==> src/rtl/simon_pkg.sv <==
// Shared types and sizes for the Simon game sequencer and its memory bus.
package simon_pkg;
  localparam int ADDR_W    = 4;
  localparam int MEM_DEPTH = 10;

  typedef logic [1:0] colour_t;

  typedef enum logic [3:0] {
    IDLE,
    APPEND,
    PLAY_RD,
    PLAY_LAT,
    PLAY_ON,
    PLAY_GAP,
    INPUT,
    CHK_LAT,
    WIN,
    LOSE
  } state_t;
endpackage

==> src/rtl/simon_if.sv <==
// Sequence-memory bus: the sequencer drives address/rw/write data, the memory returns read data.
interface simon_if;
  import simon_pkg::*;

  logic [ADDR_W-1:0] mem_address;
  logic              mem_rw;
  colour_t           mem_in_num;
  colour_t           mem_out_num;

  modport master (output mem_address, mem_rw, mem_in_num, input mem_out_num);
  modport slave  (input mem_address, mem_rw, mem_in_num, output mem_out_num);
endinterface

==> src/rtl/simon_lfsr.sv <==
// 8-bit Galois LFSR, polynomial x^8+x^6+x^5+x^4+1, stepping toward bit 0 when enabled.
module simon_lfsr #(
  parameter logic [7:0] SEED = 8'hA5
) (
  input  logic       clock,
  input  logic       reset_n,
  input  logic       i_step,
  output logic [7:0] o_state
);
  localparam logic [7:0] TAPS = 8'hB8;

  logic [7:0] r_state;

  always_ff @(posedge clock) begin
    if (!reset_n) begin
      r_state <= SEED;
    end else if (i_step) begin
      r_state <= {1'b0, r_state[7:1]} ^ (r_state[0] ? TAPS : 8'h00);
    end
  end

  assign o_state = r_state;
endmodule

==> src/rtl/simon_sequencer.sv <==
// Simon game controller: appends one random colour per round, replays it, checks presses.
// Optional build macro INPUT_TIMEOUT_EN: lose after TIMEOUT_CYCLES idle cycles in INPUT.
module simon_sequencer
  import simon_pkg::*;
#(
  parameter int         MAX_LEN        = MEM_DEPTH,
  parameter int         ON_CYCLES      = 8,
  parameter int         GAP_CYCLES     = 4,
  parameter logic [7:0] SEED           = 8'hA5,
  parameter int         TIMEOUT_CYCLES = 1024
) (
  input  logic       clock,
  input  logic       reset_n,
  input  logic       start,
  input  logic       btn_valid,
  input  colour_t    btn_num,
  simon_if.master    mem,
  output logic       led_en,
  output colour_t    led_num,
  output logic [3:0] round,
  output logic       busy,
  output logic       win,
  output logic       lose
);
  // state    | meaning
  // IDLE     | waiting for start
  // APPEND   | write next random colour at address len
  // PLAY_RD  | present replay read address
  // PLAY_LAT | capture read data onto the LED
  // PLAY_ON  | LED lit
  // PLAY_GAP | LED dark between colours
  // INPUT    | waiting for a press
  // CHK_LAT  | compare press with stored colour
  // WIN/LOSE | terminal, waiting for start

  localparam int T_A     = (ON_CYCLES > GAP_CYCLES) ? ON_CYCLES : GAP_CYCLES;
  localparam int T_MAX   = (T_A > TIMEOUT_CYCLES) ? T_A : TIMEOUT_CYCLES;
  localparam int TIMER_W = $clog2(T_MAX + 1);
  localparam logic [TIMER_W-1:0] ON_LOAD  = TIMER_W'(ON_CYCLES - 1);
  localparam logic [TIMER_W-1:0] GAP_LOAD = TIMER_W'(GAP_CYCLES - 1);
  localparam logic [TIMER_W-1:0] T_ONE    = TIMER_W'(1);
  localparam logic [TIMER_W-1:0] T_ZERO   = '0;
  localparam logic [3:0]         LEN_MAX  = 4'(MAX_LEN);
`ifdef INPUT_TIMEOUT_EN
  localparam logic [TIMER_W-1:0] TO_LOAD  = TIMER_W'(TIMEOUT_CYCLES - 1);
`endif

  state_t               r_state, w_state;
  logic [3:0]           r_len, w_len, r_idx, w_idx;
  logic [TIMER_W-1:0]   r_timer, w_timer;
  colour_t              r_press, w_press, r_led_num, w_led_num;
  logic                 r_led_en, w_led_en, r_win, w_win, r_lose, w_lose;
  logic [ADDR_W-1:0]    r_addr, w_addr;
  logic                 w_rw, w_step;
  colour_t              w_wdata;
  logic [7:0]           w_lfsr;
  logic                 w_unused_lfsr;

  simon_lfsr #(.SEED(SEED)) u_lfsr (
    .clock   (clock),
    .reset_n (reset_n),
    .i_step  (w_step),
    .o_state (w_lfsr)
  );

  assign w_unused_lfsr = ^w_lfsr[7:2];

  always_ff @(posedge clock) begin
    if (!reset_n) begin
      r_state   <= IDLE;
      r_len     <= '0;
      r_idx     <= '0;
      r_timer   <= '0;
      r_press   <= '0;
      r_led_num <= '0;
      r_led_en  <= 1'b0;
      r_win     <= 1'b0;
      r_lose    <= 1'b0;
      r_addr    <= '0;
    end else begin
      r_state   <= w_state;
      r_len     <= w_len;
      r_idx     <= w_idx;
      r_timer   <= w_timer;
      r_press   <= w_press;
      r_led_num <= w_led_num;
      r_led_en  <= w_led_en;
      r_win     <= w_win;
      r_lose    <= w_lose;
      r_addr    <= w_addr;
    end
  end

  always_comb begin
    w_state   = r_state;
    w_len     = r_len;
    w_idx     = r_idx;
    w_timer   = r_timer;
    w_press   = r_press;
    w_led_num = r_led_num;
    w_led_en  = r_led_en;
    w_win     = r_win;
    w_lose    = r_lose;
    w_addr    = r_addr;
    w_rw      = 1'b0;
    w_wdata   = 2'b00;
    w_step    = 1'b0;
    case (r_state)
      IDLE, WIN, LOSE: begin
        if (start) begin
          w_state = APPEND;
          w_len   = '0;
          w_win   = 1'b0;
          w_lose  = 1'b0;
        end
      end
      APPEND: begin
        w_rw    = 1'b1;
        w_addr  = r_len;
        w_wdata = w_lfsr[1:0];
        w_step  = 1'b1;
        w_len   = r_len + 4'd1;
        w_idx   = '0;
        w_state = PLAY_RD;
      end
      PLAY_RD: begin
        w_addr  = r_idx;
        w_state = PLAY_LAT;
      end
      PLAY_LAT: begin
        w_led_num = mem.mem_out_num;
        w_led_en  = 1'b1;
        w_timer   = ON_LOAD;
        w_state   = PLAY_ON;
      end
      PLAY_ON: begin
        if (r_timer == T_ZERO) begin
          w_led_en = 1'b0;
          w_timer  = GAP_LOAD;
          w_state  = PLAY_GAP;
        end else begin
          w_timer = r_timer - T_ONE;
        end
      end
      PLAY_GAP: begin
        if (r_timer != T_ZERO) begin
          w_timer = r_timer - T_ONE;
        end else if (r_idx + 4'd1 == r_len) begin
          w_idx   = '0;
          w_state = INPUT;
`ifdef INPUT_TIMEOUT_EN
          w_timer = TO_LOAD;
`endif
        end else begin
          w_idx   = r_idx + 4'd1;
          w_state = PLAY_RD;
        end
      end
      INPUT: begin
        // Read is presented every cycle here; only the one after a press is consumed.
        w_addr = r_idx;
        if (btn_valid) begin
          w_press = btn_num;
          w_state = CHK_LAT;
`ifdef INPUT_TIMEOUT_EN
        end else if (r_timer == T_ZERO) begin
          w_lose  = 1'b1;
          w_state = LOSE;
        end else begin
          w_timer = r_timer - T_ONE;
`endif
        end
      end
      CHK_LAT: begin
        if (mem.mem_out_num != r_press) begin
          w_lose  = 1'b1;
          w_state = LOSE;
        end else if (r_idx + 4'd1 < r_len) begin
          w_idx   = r_idx + 4'd1;
          w_state = INPUT;
`ifdef INPUT_TIMEOUT_EN
          w_timer = TO_LOAD;
`endif
        end else if (r_len == LEN_MAX) begin
          w_win   = 1'b1;
          w_state = WIN;
        end else begin
          w_state = APPEND;
        end
      end
      default: w_state = IDLE;
    endcase
  end

  assign mem.mem_address = w_addr;
  assign mem.mem_rw      = w_rw;
  assign mem.mem_in_num  = w_wdata;
  assign led_en          = r_led_en;
  assign led_num         = r_led_num;
  assign round           = r_len;
  assign busy            = !(r_state == IDLE || r_state == WIN || r_state == LOSE);
  assign win             = r_win;
  assign lose            = r_lose;
endmodule

==> src/flat_wrapper.sv <==
// flat-port wrapper written by rule: the top's interface ports become plain ports
module simon_sequencer_flat import simon_pkg::*;
#(
  parameter int         MAX_LEN        = MEM_DEPTH,
  parameter int         ON_CYCLES      = 8,
  parameter int         GAP_CYCLES     = 4,
  parameter logic [7:0] SEED           = 8'hA5,
  parameter int         TIMEOUT_CYCLES = 1024
)
  (clock, reset_n, start, btn_valid, btn_num, led_en, led_num, round, busy, win, lose, mem_mem_address, mem_mem_rw, mem_mem_in_num, mem_mem_out_num);
  simon_if mem_i ();
  input  logic clock;
  input  logic reset_n;
  input  logic start;
  input  logic btn_valid;
  input  colour_t btn_num;
  output logic led_en;
  output colour_t led_num;
  output logic [3:0] round;
  output logic busy;
  output logic win;
  output logic lose;
  output wire logic [$bits(mem_i.mem_address)-1:0] mem_mem_address;
  output wire logic [$bits(mem_i.mem_rw)-1:0] mem_mem_rw;
  output wire logic [$bits(mem_i.mem_in_num)-1:0] mem_mem_in_num;
  input wire logic [$bits(mem_i.mem_out_num)-1:0] mem_mem_out_num;
  assign mem_mem_address = mem_i.mem_address;
  assign mem_mem_rw = mem_i.mem_rw;
  assign mem_mem_in_num = mem_i.mem_in_num;
  assign mem_i.mem_out_num = mem_mem_out_num;
  simon_sequencer #(.MAX_LEN(MAX_LEN), .ON_CYCLES(ON_CYCLES), .GAP_CYCLES(GAP_CYCLES), .SEED(SEED), .TIMEOUT_CYCLES(TIMEOUT_CYCLES)) u_core (.clock(clock), .reset_n(reset_n), .start(start), .btn_valid(btn_valid), .btn_num(btn_num), .mem(mem_i), .led_en(led_en), .led_num(led_num), .round(round), .busy(busy), .win(win), .lose(lose));
endmodule
==> config.mk <==
export PLATFORM = sky130hd
export DESIGN_NAME = simon_sequencer_flat
export DESIGN_NICKNAME = d
export VERILOG_FILES = /design/src/rtl/simon_pkg.sv /design/src/rtl/simon_if.sv /design/src/rtl/simon_lfsr.sv /design/src/rtl/simon_sequencer.sv /design/src/flat_wrapper.sv
export SDC_FILE = /design/constraint.sdc
export NUM_CORES = 1
export LEC_CHECK = 0
export ABC_AREA = 1
export CORE_ASPECT_RATIO = 1.5
export CORE_MARGIN = 2
export CORE_UTILIZATION = 55
export CTS_CLUSTER_DIAMETER = 200
export DETAILED_ROUTE_END_ITERATION = 10
export PLACE_DENSITY = 0.8
export SYNTH_ARGS = -nofsm -noshare
export SYNTH_HDL_FRONTEND = slang
export SYNTH_SLANG_ARGS = --single-unit
==> constraint.sdc <==
create_clock -name clock -period 3.2 [get_ports clock]
set_input_delay 0.8 -clock clock [delete_from_list [all_inputs] [get_ports clock]]
set_output_delay 0.8 -clock clock [all_outputs]
set_load 0.02 [all_outputs]
After elaboration in Yosys (flattened, before gate mapping). Cells that the tools add are included.

Register bits after elaboration: 42. Bits in latches: 0. RAM bits: 0. Memory bits (read-only): 0. Input port bits: 8. Output and inout port bits: 17. Word-level logic and storage cells: 91. Memories kept: 0.

$add $sub $neg: 3. $mul: 0. Div/mod/pow operators: 0. Magnitude comparators: 1. Equality and inequality tests: 22. Shifts and indexed selects: 0. Multiplexer cells: 32. Bitwise logic cells: 1. Reduce and logical (&&, ||, !) cells: 21.

Operators by type and width (number): 4-bit 2-to-1 mux (12); 11-bit case mux with 3 select lines (1); 4-bit case mux with 8 select lines (1); 11-bit 2-to-1 mux (2); 4-bit by 3-bit equality test with 1-bit output, second input constant (4); 4-bit case mux with 2 select lines (2); 4-bit equality test, second input constant (3); 4-bit case mux with 3 select lines (1); 11-bit zero test (1); 11-bit nonzero test (1); 11-bit by 1-bit subtractor with 11-bit output, second input constant (1); 2-bit by 1-bit inequality test with 1-bit output, second input constant (5); 2-bit inequality test, second input constant (5); 4-bit by 1-bit adder with 4-bit output, second input constant (2); 4-bit by 2-bit equality test with 1-bit output, second input constant (2); 8-bit 2-to-1 mux (1); 2-bit AND reduction (4); 4-bit AND reduction (2); 7-bit by 8-bit XOR with 8-bit output (1); 1-bit 2-to-1 mux (7); 1-bit case mux with 2 select lines (3); 2-bit nonzero test (3); 3-bit nonzero test (2); 5-bit AND reduction (1); 12 further kinds (13).

Logic depth before layout (Yosys ltp). Gate-level depths: netlist (run 1).

Word-level depth: 5. Depth in mapped cells: 12. Mapped depth without buffers: 12.

Cells and area by module. A second synthesis (run 1) with hierarchy kept.

Cell total of the unflattened synthesis: 346. Area total of the unflattened synthesis: 2298.5 sq um.

Modules (own cells, without submodules): simon_sequencer (instances 1, cells each 300, area an instance 1963.1 sq um, seq. area each 680.7 sq um); simon_lfsr (instances 1, cells each 46, area an instance 335.3 sq um, seq. area each 160.2 sq um).

Worst setup path after synthesis (run 1). Ideal clock, no wire load.

Path kind: reg2out. Start point: register u_core.r_state[0]. End point: output port mem_mem_in_num[0]. Arrival: 1.215 ns. Required time: 2.400 ns. Path slack: 1.185 ns. Stages on the path, launching flop included: 10. Path buffers: 1. Path through: dfxtp_1 > inv_2 > nor2_2 > inv_2 > nor2_4 > nand2_2 > clkinv_2 > buf_6 > nand2_1 > inv_1.

Cells in the longest elaborated chain, start to end: 2.

RTL lines: from (decl) (RTL line simon_sequencer.sv:48) `state_t r_state, w_state;`; from (signal assigned) (RTL line simon_sequencer.sv:81) `r_state <= w_state;`; 4-bit by 1-bit equality test with 1-bit output (RTL line simon_sequencer.sv:108) `case (r_state)`; 2-bit 2-to-1 mux (RTL line simon_sequencer.sv:108); to (decl) (RTL line flat_wrapper.sv:25) `output wire logic [$bits(mem_i.mem_in_num)-1:0] mem_mem_in_num;`.

No other way between the ends.

Worst setup path in the final report (run 1). Same ends and word-level chain as after synthesis.

==> results of run 1 <==
[cells in the final DEF, fill, tap and decap left out, types with 2 or more instances in the layout]
| master | instances |
|---|---|
| a21oi_1 | 17 |
| a31oi_1 | 5 |
| buf_4 | 2 |
| bufinv_16 | 2 |
| clkbuf_8 | 5 |
| clkdlybuf4s50_1 | 24 |
| dfxtp_1 | 42 |
| ha_1 | 8 |
| inv_1 | 47 |
| inv_2 | 2 |
| nand2_1 | 98 |
| nand2_2 | 6 |
| nand2_4 | 2 |
| nand3_1 | 20 |
| nand4_1 | 7 |
| nor2_1 | 47 |
| nor2_2 | 7 |
| nor2_4 | 2 |
| nor3_1 | 4 |
| o21ai_0 | 13 |
| xnor2_1 | 5 |
[cells by family after synthesis]
| group | Yosys count |
|---|---|
| adders and majority gates | 8 |
| and+or+nand+nor | 196 |
| DFF | 42 |
| AOI/OAI and AO/OA | 43 |
| xor gates and xnor gates | 6 |
| buffers and inverters | 56 |
[routing by layer]
layer / share of wire / track usage / up-vias
met1: 0.41 / 0.259 / 1019
met5: 0 / 0 / -
met3: 0.029 / 0.0326 / 7
met4: 0.014 / 0.0677 / 0
li1: - / - / 1160
met2: 0.55 / 0.455 / 38
[per-stage QoR]
stage,hold slack [ns],power [W],std cells
finish,0.473,0.00156,424
global route,0.488,0.00166,424
CTS,0.475,0.00157,424
detailed placement,0.460,0.00106,416
global placement,0.449,0.00105,416
floorplan,0.430,0.000950,351
[flip-flops by register name, summed over array words and instances (netlist names)]
name and flops:
u_core.r_timer 11, u_core.u_lfsr.o_state 8, u_core.r_addr 4, u_core.r_idx 4, u_core.r_state 4, u_core.round 4, u_core.led_num 2, u_core.r_press 2
u_core.led_en 1, u_core.lose 1, u_core.win 1
[Yosys cell counts]
master | n | share of area
nand2_1 | 98 | 0.16
nor2_1 | 48 | 0.078
inv_1 | 47 | 0.076
dfxtp_1 | 42 | 0.36
nand3_1 | 20 | 0.043
a21oi_1 | 17 | 0.037
o21ai_0 | 13 | 0.028
ha_1 | 8 | 0.043
nand4_1 | 7 | 0.019
nand2_2 | 6 | 0.016
nor2_2 | 6 | 0.016
a31oi_1 | 5 | 0.013
xnor2_1 | 5 | 0.019
clkbuf_1 | 4 | 0.0065
nor3_1 | 4 | 0.0086
buf_6 | 2 | 0.0097
inv_2 | 2 | 0.0032
nand2_4 | 2 | 0.0097
nor2_4 | 2 | 0.0097
a211oi_1 | 1 | 0.0032
a211oi_2 | 1 | 0.0054
and2_1 | 1 | 0.0027
clkinv_2 | 1 | 0.0022
nand3_2 | 1 | 0.0043
o211ai_1 | 1 | 0.0032
o21a_1 | 1 | 0.0032
o21ai_1 | 1 | 0.0022
o21bai_1 | 1 | 0.0032
o221ai_1 | 1 | 0.0038
o31ai_1 | 1 | 0.0032
or2_0 | 1 | 0.0027
xor2_1 | 1 | 0.0038
[how the worst min path moves through the flow]
| stage | start | end | depth (start not counted) |
|---|---|---|---|
| 2_1_floorplan | u_core.u_lfsr.o_state[3] | u_core.u_lfsr.o_state[2] | 2 |
| 3_5_place_dp | u_core.u_lfsr.o_state[3] | u_core.u_lfsr.o_state[2] | 2 |
| 4_1_cts | u_core.r_press[0] | u_core.r_press[0] | 2 |
| 5_1_grt | u_core.u_lfsr.o_state[3] | u_core.u_lfsr.o_state[2] | 2 |
| 6_report | u_core.r_press[0] | u_core.r_press[0] | 2 |
| 3_3_place_gp | u_core.u_lfsr.o_state[2] | u_core.u_lfsr.o_state[2] | 2 |
[worst max-delay path: cells and delay by family, from the launching register on]
kind                   cells  cell delay [ns]
buffers and inverters      6             1.08
AND/OR/NAND/NOR            4             0.44
flip-flops                 1             0.43
[power by group]
group / switching, W / total (W) / internal (W)
sequential: 0.0000453 / 0.000618 / 0.000573
clock: 0.000195 / 0.000507 / 0.000313
combinational: 0.000272 / 0.000437 / 0.000165
[cell type report]
cell class,instances,area (um^2)
fill,367,1260
multi-input combinational,253,1250
sequential,42,841
timing repair buffer,26,255
inverter,50,189
clock buffer,5,68.8
clock inverter,3,68.8
tap,45,56.3
==> out/metrics.yaml, run 1 <==
cts:
  insertion_delay_ns: 0.30
  hold_buffers: 0
  htree_levels: 2
  cts-root-buf: "clkbuf_8"
  cts_resized: 0
  clk_pin_slew_ns: 0.08
  post-cts-setup-buffer-count: 0
  cts_sinks: 42
  clk_path_buf_depth: 2
  tritoncts: "done"
  cts_buffers: 5
timing:
  finClkSkew_ns: 0.00343
  finalCritPeriodShare: 0.951
  setup_viol: 0
  drv_slew: 0
  rsz0062_at_grt: "no"
  setup-tns-final_ns: 0
  setup_slack_ns: 0.156
  min_period_ns: 3.04
  fmax_mhz: 329
  tightestPinTransition_ns: 0.523
  max_slew_margin: 0.651
  report.final.hold_viol_count: 0
critical_path:
  critPathRequiredTime_ns: 2.40
  worst_path_largest_cell_delay_ns: 0.59
  crit_path_end: "mem_mem_in_num[0]"
  ff2ff_path_depth: 11
  rrSetupSlack_ns: 1.23
  critPathSlowestCell: "clkdlybuf4s50_1"
  startpoint: "u_core.r_state[0]"
  path_cells: "inv_2, nor2_2, inv_2, nor2_4, nand2_2, clkinv_2, buf_4, nand2_1, inv_1, clkdlybuf4s50_1"
  timing.rr.start: "u_core.r_idx[0]"
  path_max_fanout: 12
  cp.arrival_ns: 2.24
  critPathKind: "flip-flop to output port"
  cp-start-kind: "flip-flop"
  cp-end-kind: "output port"
  r2r_end: "u_core.r_idx[2]"
  cp_common_cell: "inv_2"
die:
  die_w_um: 57.0
  row_count: 28
  dieArea_um2: 4760
  initial_core_util: 0.581
  die_h_um: 83.5
  pin_count: 25
  coreArea_um2: 3990
placement:
  io_buffers: 24
  placed_area_um2: 2590
  place_ws_ns: 0.454
  gp_congestion: 0.894
  dp_hpwl_um: 3970
global_routing:
  gr-total-overflow: 0
  antenna_found_initial: 0
  grt_pass1_wl_um: 9180
  grtUsageTotal: 0.237
  grt_max_degree: 21
  grt_pass1_vias: 2145
pwr:
  power_density_nw_per_um2: 571
  irDropWorstVdd_v: 0.000410
  leakagePower_nw: 1.26
drt:
  drtIter0Drc: 92
  wl_per_cell_um: 12.3
  drt-pass1-iter-count: 4
  vias: 2224
  drc: 0
  drt-total-wl_um: 5210
  viasPerCell: 5.25
  ant_nets: 0
min_path:
  hold_class: "flip-flop to flip-flop"
layout:
  n_antenna_cell: 0
  drive_gt1_frac: 0.0844
  fin_util: 0.685
  syn_to_final_growth_pct: 17.9
  nets: 394
  fin_area_um2: 2730
logic_synthesis:
  synth_cells: 351
  synth_nets: 367
  synth_area_per_cell_um2: 6.61
  seq_area_frac_synth: 0.362
  synth_top_family_by_area: "simple AND/OR/NAND/NOR gates"
  netlist_area_um2: 2320
  synth_compound_area_frac: 0.106
  yosys_warnings: 0
  synth_simple_gate_area_frac: 0.368
  synthXorXnorAreaFrac: 0.0227
  ys_seq_elements: 42
  synth_fa_ha_area_frac: 0.0431
  synth_mux_area_frac: 0
  synth_cell_type_count: 32
status:
  status: "complete, no violations"
flow_run:
  maxCapViolCount: 0
(Power assumes the default switching activity.)
==> run 2: changes to the inputs <==
- CELL_PAD_IN_SITES_DETAIL_PLACEMENT: unset -> 0
- CELL_PAD_IN_SITES_GLOBAL_PLACEMENT: unset -> 1
- CORE_UTILIZATION: 55 -> 43
- PLACE_DENSITY: 0.8 -> 0.87
==> run 2 against run 1 <==
Against the previous run: via count decreased by 1.8%; final cell count grew 5.2%; sequential power is essentially flat; total power shrank 5.2%; combinational power hardly changed; maximum frequency rose by 2.4%; sequential cell count unchanged; non-clock buffer count shrank 1; critical endpoint is now mem_mem_address[0].
==> out/metrics.yaml, run 2 (synthesis gave the netlist of run 1 again) <==
status:
  status: "complete, no violations"
pwr:
  leakagePower_nw: 1.24  # -1.8%
  pwr-share-seq: 0.418  # +0.022
  irDropWorstVdd_v: 0.000358  # -13%
  p_int_w: 0.000968  # -7.9%
  swShare: 0.346  # +0.0188
  clkPwrFrac: 0.289  # -0.036
  p_sw_w: 0.000513  # +0.23%
  comb_power_share: 0.294  # +0.014
  power_density_nw_per_um2: 540  # -5.4%
cts:
  tritoncts: "done"
  cts-root-buf: "clkbuf_8"
  clk_pin_slew_ns: 0.09  # about the same
  htree_levels: 2  # unchanged
  insertion_delay_ns: 0.30  # about the same
  clk_path_buf_depth: 2  # unchanged
  cts_buffers: 5  # unchanged
  cts_sinks: 42  # unchanged
critical_path:
  cp.arrival_ns: 2.17  # -0.07 ns
  critPathRequiredTime_ns: 2.40  # about the same
  ff2ff_path_depth: 11  # unchanged
  cp-start-kind: "flip-flop"
  cp-end-kind: "output port"
  worst-path-buf-inv: 1  # -5
  path_cells: "nand2_1, nor2_1, nand2_1, nand3_1, clkdlybuf4s50_1"
  critPathSlowestCell: "clkdlybuf4s50_1"
  critPathKind: "flip-flop to output port"
  cp_common_cell: "nand2_1"
  path_max_fanout: 6  # -6
  cp.depth: 5  # -5
  worst_path_largest_cell_delay_ns: 0.60  # about the same
  crit_family: "simple AND/OR/NAND/NOR gates"
drt:
  ant_nets: 0  # unchanged
  viasPerCell: 4.90  # -6.6%
  wl_per_cell_um: 11.6  # -5.4%
  drt-pass1-iter-count: 4  # unchanged
  drtIter0Drc: 92  # unchanged
  vias: 2185  # -1.8%
  drt-total-wl_um: 5180  # -0.54%
  drc: 0  # unchanged
min_path:
  hold_depth: 2  # unchanged
  hold_class: "flip-flop to flip-flop"
layout:
  regArea_um2: 841  # unchanged
  fin_cells: 446  # +5.2%
  top_register: "u_core.r_timer"
  fillers: 539  # +47%
  syn_to_final_growth_pct: 18.1
  fin_area_um2: 2740  # +0.23%
  drive_gt1_frac: 0.0820  # -0.00242
  n_antenna_cell: 0  # unchanged
  multi_input_area_um2: 1260  # +0.40%
  largest_reg_flops: 11  # unchanged
  mostFrequentLayoutCells: "98 x nand2_1, 47 x inv_1, 47 x nor2_1, 42 x dfxtp_1, 24 x clkdlybuf4s50_1"
  layout_commonest_cell: "nand2_1"
  nets: 393  # -0.25%
  fin_util: 0.531  # -0.154
timing:
  tightestPinTransition_ns: 0.538  # +0.0147 ns
  finalCritPeriodShare: 0.929  # -0.0225
  rsz0062_at_grt: "no"
  setup_viol: 0  # unchanged
  setup_slack_ns: 0.228  # +0.0720 ns
  report.final.hold_viol_count: 0  # unchanged
  max_slew_margin: 0.641  # -0.00978
  min_period_ns: 2.97  # -0.0720 ns
  setup-tns-final_ns: 0  # unchanged
  fmax_mhz: 337  # +2.4%
  finClkSkew_ns: 0.00910  # +0.00566 ns
  drv_slew: 0  # unchanged
global_routing:
  grt_pass1_wl_um: 9230  # +0.60%
  grt_max_degree: 20  # -4.8%
  grt_pass1_vias: 2179  # +1.6%
  antenna_found_initial: 0  # unchanged
  gr-total-overflow: 0  # unchanged
  grtUsageTotal: 0.194  # -0.0426
die:
  die_w_um: 64.0  # +12%
  dieArea_um2: 6010  # +26%
  row_count: 32  # +14%
  pin_count: 25  # unchanged
  initial_core_util: 0.449  # -0.132
  die_h_um: 94.0  # +12%
  coreArea_um2: 5160  # +29%
placement:
  gp_congestion: 0.838  # -6.2%
  placed_area_um2: 2620  # +0.82%
  dp.cells: 438  # +5.3%
  io_buffers: 24  # unchanged
  place_ws_ns: 0.332  # -0.122 ns
  dp_hpwl_um: 4040  # +1.8%
flow_run:
  maxCapViolCount: 0  # unchanged
-- run 2: what timing repair did --
item,4_1_cts,5_1_grt
setup endpoints to repair,4,4
hold buffers,0,0
resized for setup,1,2
setup buffers,0,0
gates cloned,0,0
hold endpoints to repair,0,0
-- run 2: tightest hold or removal path, delay by kind of cell, from the launching register on --
family,cells,cell delay (ns)
DFF,1,0.33
and+or+nand+nor,2,0.10
-- run 2: per-layer routing --
layer  share of wire  wire [um]  vias up  global-route usage
li1                -          -     1161                   -
met1            0.41       2120      993               0.194
met2            0.55       2850       26               0.386
met3           0.024        126        5              0.0360
met4           0.015         78        0              0.0688
met5               0          0        -                   0
-- run 2: cell type report --
| cell class | instances | share of cell area |
|---|---|---|
| clock buffer | 5 | 0.0251 |
| clock inverter | 3 | 0.0164 |
| inverter | 50 | 0.0703 |
| multi-input combinational | 253 | 0.460 |
| sequential | 42 | 0.307 |
| tap | 68 | 0.0311 |
| timing repair buffer | 25 | 0.0904 |
-- run 2: power groups by stage --
stage	registers [W]	logic [W]	clock network, W
floorplan	0.000624	0.000325	0
global placement	0.000630	0.000432	0
detailed placement	0.000630	0.000433	0
CTS	0.000619	0.000438	0.000438
global route	0.000626	0.000502	0.000462
finish	0.000618	0.000435	0.000427
-- run 2: final timing paths --
kind / start / endpoint / slack (ns)
hold reg to reg: u_core.u_lfsr.o_state[3] / u_core.u_lfsr.o_state[2] / 0.46
setup reg to reg: u_core.r_idx[0] / u_core.r_idx[1] / 1.18
setup / recovery: u_core.r_state[1] / mem_mem_address[0] / 0.23
hold / removal: u_core.u_lfsr.o_state[3] / u_core.u_lfsr.o_state[2] / 0.46
-- run 2: per-stage QoR --
stage / hold WS [ns] / power, W
final: 0.460 / 0.00148
after global routing: 0.499 / 0.00159
after CTS: 0.465 / 0.00150
after detailed placement: 0.441 / 0.00106
after global placement: 0.436 / 0.00106
after floorplan: 0.430 / 0.000950
==> run 3: changes to the inputs <==
- PLACE_DENSITY: 0.87 -> unset
- PLACE_DENSITY_LB_ADDON: unset -> 0.1
==> run 3 against run 2 <==
Against the previous run: count of clock-buffer cells in the layout is 1 higher; setup slack worse by 0.028 ns; sequential power about the same; total power is 4.1% lower.
==> out/metrics.yaml, run 3 (synthesis gave the netlist of run 1 again) <==
timing:
  setup-tns-final_ns: 0  # unchanged
  drv_slew: 0  # unchanged
  finClkSkew_ns: 0.00493  # -0.00417 ns
  rsz0062_at_grt: "no"
  finalCritPeriodShare: 0.938  # +0.00885
  min_period_ns: 3.00  # +0.0283 ns
  tightestPinTransition_ns: 0.530  # -0.00723 ns
  setup_viol: 0  # unchanged
  max_slew_margin: 0.646  # +0.00482
  report.final.hold_viol_count: 0  # unchanged
  setup_slack_ns: 0.200  # -0.0283 ns
  fmax_mhz: 333  # -0.94%
critical_path:
  timing.rr.start: "u_core.r_idx[0]"
  critPathSlowestCell: "clkdlybuf4s50_1"
  worst-path-buf-inv: 6  # +5
  rrSetupSlack_ns: 1.20  # +0.02 ns
  r2r_end: "u_core.r_idx[2]"
  crit_family: "buffers and inverters"
  critPathKind: "flip-flop to output port"
  worst_path_largest_cell_delay_ns: 0.59  # about the same
  cp_common_cell: "inv_2"
  path_max_fanout: 11  # +5
  cp.arrival_ns: 2.20  # +0.03 ns
  cp-end-kind: "output port"
  startpoint: "u_core.r_state[0]"
  ff2ff_path_depth: 11  # unchanged
  cp-start-kind: "flip-flop"
  path_cells: "inv_2, nor2_2, inv_2, nor2_4, nand2_2, clkinv_2, buf_4, nand2_1, inv_1, clkdlybuf4s50_1"
  critPathRequiredTime_ns: 2.40  # about the same
layout:
  n_antenna_cell: 0  # unchanged
  fin_area_um2: 2730  # -0.55%
  syn_to_final_growth_pct: 17.5
  drive_gt1_frac: 0.0897  # +0.00770
  top_register: "u_core.r_timer"
  nets: 394  # +0.25%
  mostFrequentLayoutCells: "98 x nand2_1, 47 x inv_1, 47 x nor2_1, 40 x dfxtp_1, 23 x clkdlybuf4s50_1"
  fin_util: 0.528  # -0.00291
  layout_commonest_cell: "nand2_1"
  largest_reg_flops: 11  # unchanged
  fillers: 535  # -0.74%
cts:
  tritoncts: "done"
  cts_sinks: 42  # unchanged
  hold_buffers: 0  # unchanged
  post-cts-setup-buffer-count: 0  # unchanged
  insertion_delay_ns: 0.29  # about the same
  clk_pin_slew_ns: 0.08  # about the same
  cts_resized: 0  # -1
  cts_buffers: 5  # unchanged
  clk_path_buf_depth: 2  # unchanged
  htree_levels: 2  # unchanged
  cts-root-buf: "clkbuf_8"
drt:
  ant_nets: 0  # unchanged
  drtIter0Drc: 103  # +12%
  wl_per_cell_um: 11.8  # +1.9%
  viasPerCell: 4.93  # +0.60%
  vias: 2203  # +0.82%
  drt-total-wl_um: 5290  # +2.1%
  drc: 0  # unchanged
  drt-pass1-iter-count: 4  # unchanged
pwr:
  power_density_nw_per_um2: 521  # -3.5%
  pwr-share-seq: 0.435  # +0.017
  irDropWorstVdd_v: 0.000275  # -23%
  leakagePower_nw: 1.26  # +1.6%
  clkPwrFrac: 0.256  # -0.033
  comb_power_share: 0.309  # +0.015
  total_power_w: 0.00142  # -4.1%
  p_sw_w: 0.000509  # -0.77%
  swShare: 0.358  # +0.0119
  p_int_w: 0.000911  # -5.8%
die:
  row_count: 32  # unchanged
  initial_core_util: 0.449  # unchanged
  die_h_um: 94.0  # unchanged
  pin_count: 25  # unchanged
  coreArea_um2: 5160  # unchanged
  dieArea_um2: 6010  # unchanged
  die_w_um: 64.0  # unchanged
flow_run:
  maxCapViolCount: 0  # unchanged
min_path:
  holdCritStartpoint: "u_core.u_lfsr.o_state[3]"
  hold_depth: 2  # unchanged
  hold_class: "flip-flop to flip-flop"
  whs_endpoint: "u_core.u_lfsr.o_state[2]"
global_routing:
  grtUsageTotal: 0.201  # +0.00653
  grt_pass1_vias: 2180  # +0.046%
  antenna_found_initial: 0  # unchanged
  grt_max_degree: 20  # unchanged
  gr-total-overflow: 0  # unchanged
  grt_pass1_wl_um: 9520  # +3.1%
placement:
  gp_congestion: 0.846  # +0.91%
  io_buffers: 24  # unchanged
  place_ws_ns: 0.439  # +0.107 ns
  placed_area_um2: 2620  # +0.29%
  dp_hpwl_um: 4070  # +0.71%
status:
  status: "complete, no violations"
[run 3: cell types whose count changed in the layout (fill, tap and decap cells not counted), sizes merged]
| cell | before | now |
|---|---|---|
| dlymetal6s2s | 0 | 1 |
| clkbuf | 5 | 6 |
| buf | 1 | 2 |
| clkdlybuf4s50 | 24 | 23 |
| bufinv | 1 | 0 |
| clkinv | 1 | 2 |
| clkinvlp | 2 | 1 |
[run 3: how the worst max path moves through the flow]
stage / to / slack (ns) / cells past startpoint
5_1_grt: mem_mem_in_num[0] / 0.01 / 10
2_1_floorplan: mem_mem_in_num[0] / 1.19 / 9
3_5_place_dp: mem_mem_address[3] / 0.44 / 9
3_3_place_gp: mem_mem_address[3] / 0.49 / 9
6_report: mem_mem_in_num[0] / 0.20 / 10
4_1_cts: mem_mem_address[0] / 0.1 / 9
[run 3: worst register-to-register path, delay by kind of cell (launching register included)]
family	cells	cell delay, ns
AOI/OAI and AO/OA	1	0.19
adders and majority gates	2	0.48
buffers and inverters	1	0.04
xor gates and xnor gates	1	0.21
DFF	1	0.45
and+or+nand+nor	6	0.53
[run 3: metal layers]
metal | track usage | routed length (um) | vias to the layer above
met5 | 0 | 0 | -
li1 | - | - | 1162
met2 | 0.375 | 2850 | 33
met1 | 0.217 | 2180 | 995
met3 | 0.0396 | 138 | 13
met4 | 0.0797 | 119 | 0
[run 3: final cells by class]
cell class                 count  area, um^2  area share
clock buffer                   6        82.6      0.0303
multi-input combinational    253        1250       0.461
timing repair buffer          26         258      0.0946
sequential                    42         843       0.309
tap                           68        85.1      0.0312
clock inverter                 2        12.5     0.00459
inverter                      50         189      0.0693
[run 3: per-stage QoR]
stage	instances	hold slack, ns
after floorplan	351	0.430
after global placement	439	0.440
after detailed placement	439	0.452
after CTS	447	0.468
after global routing	447	0.495
final	447	0.466
[run 3: power by group through the flow]
| stage | Clock (W) | Sequential, W | Combinational [W] |
|---|---|---|---|
| after floorplan | 0 | 0.000624 | 0.000325 |
| after global placement | 0 | 0.000630 | 0.000437 |
| after detailed placement | 0 | 0.000629 | 0.000441 |
| after CTS | 0.000379 | 0.000618 | 0.000442 |
| after global routing | 0.000397 | 0.000627 | 0.000503 |
| final | 0.000363 | 0.000618 | 0.000439 |
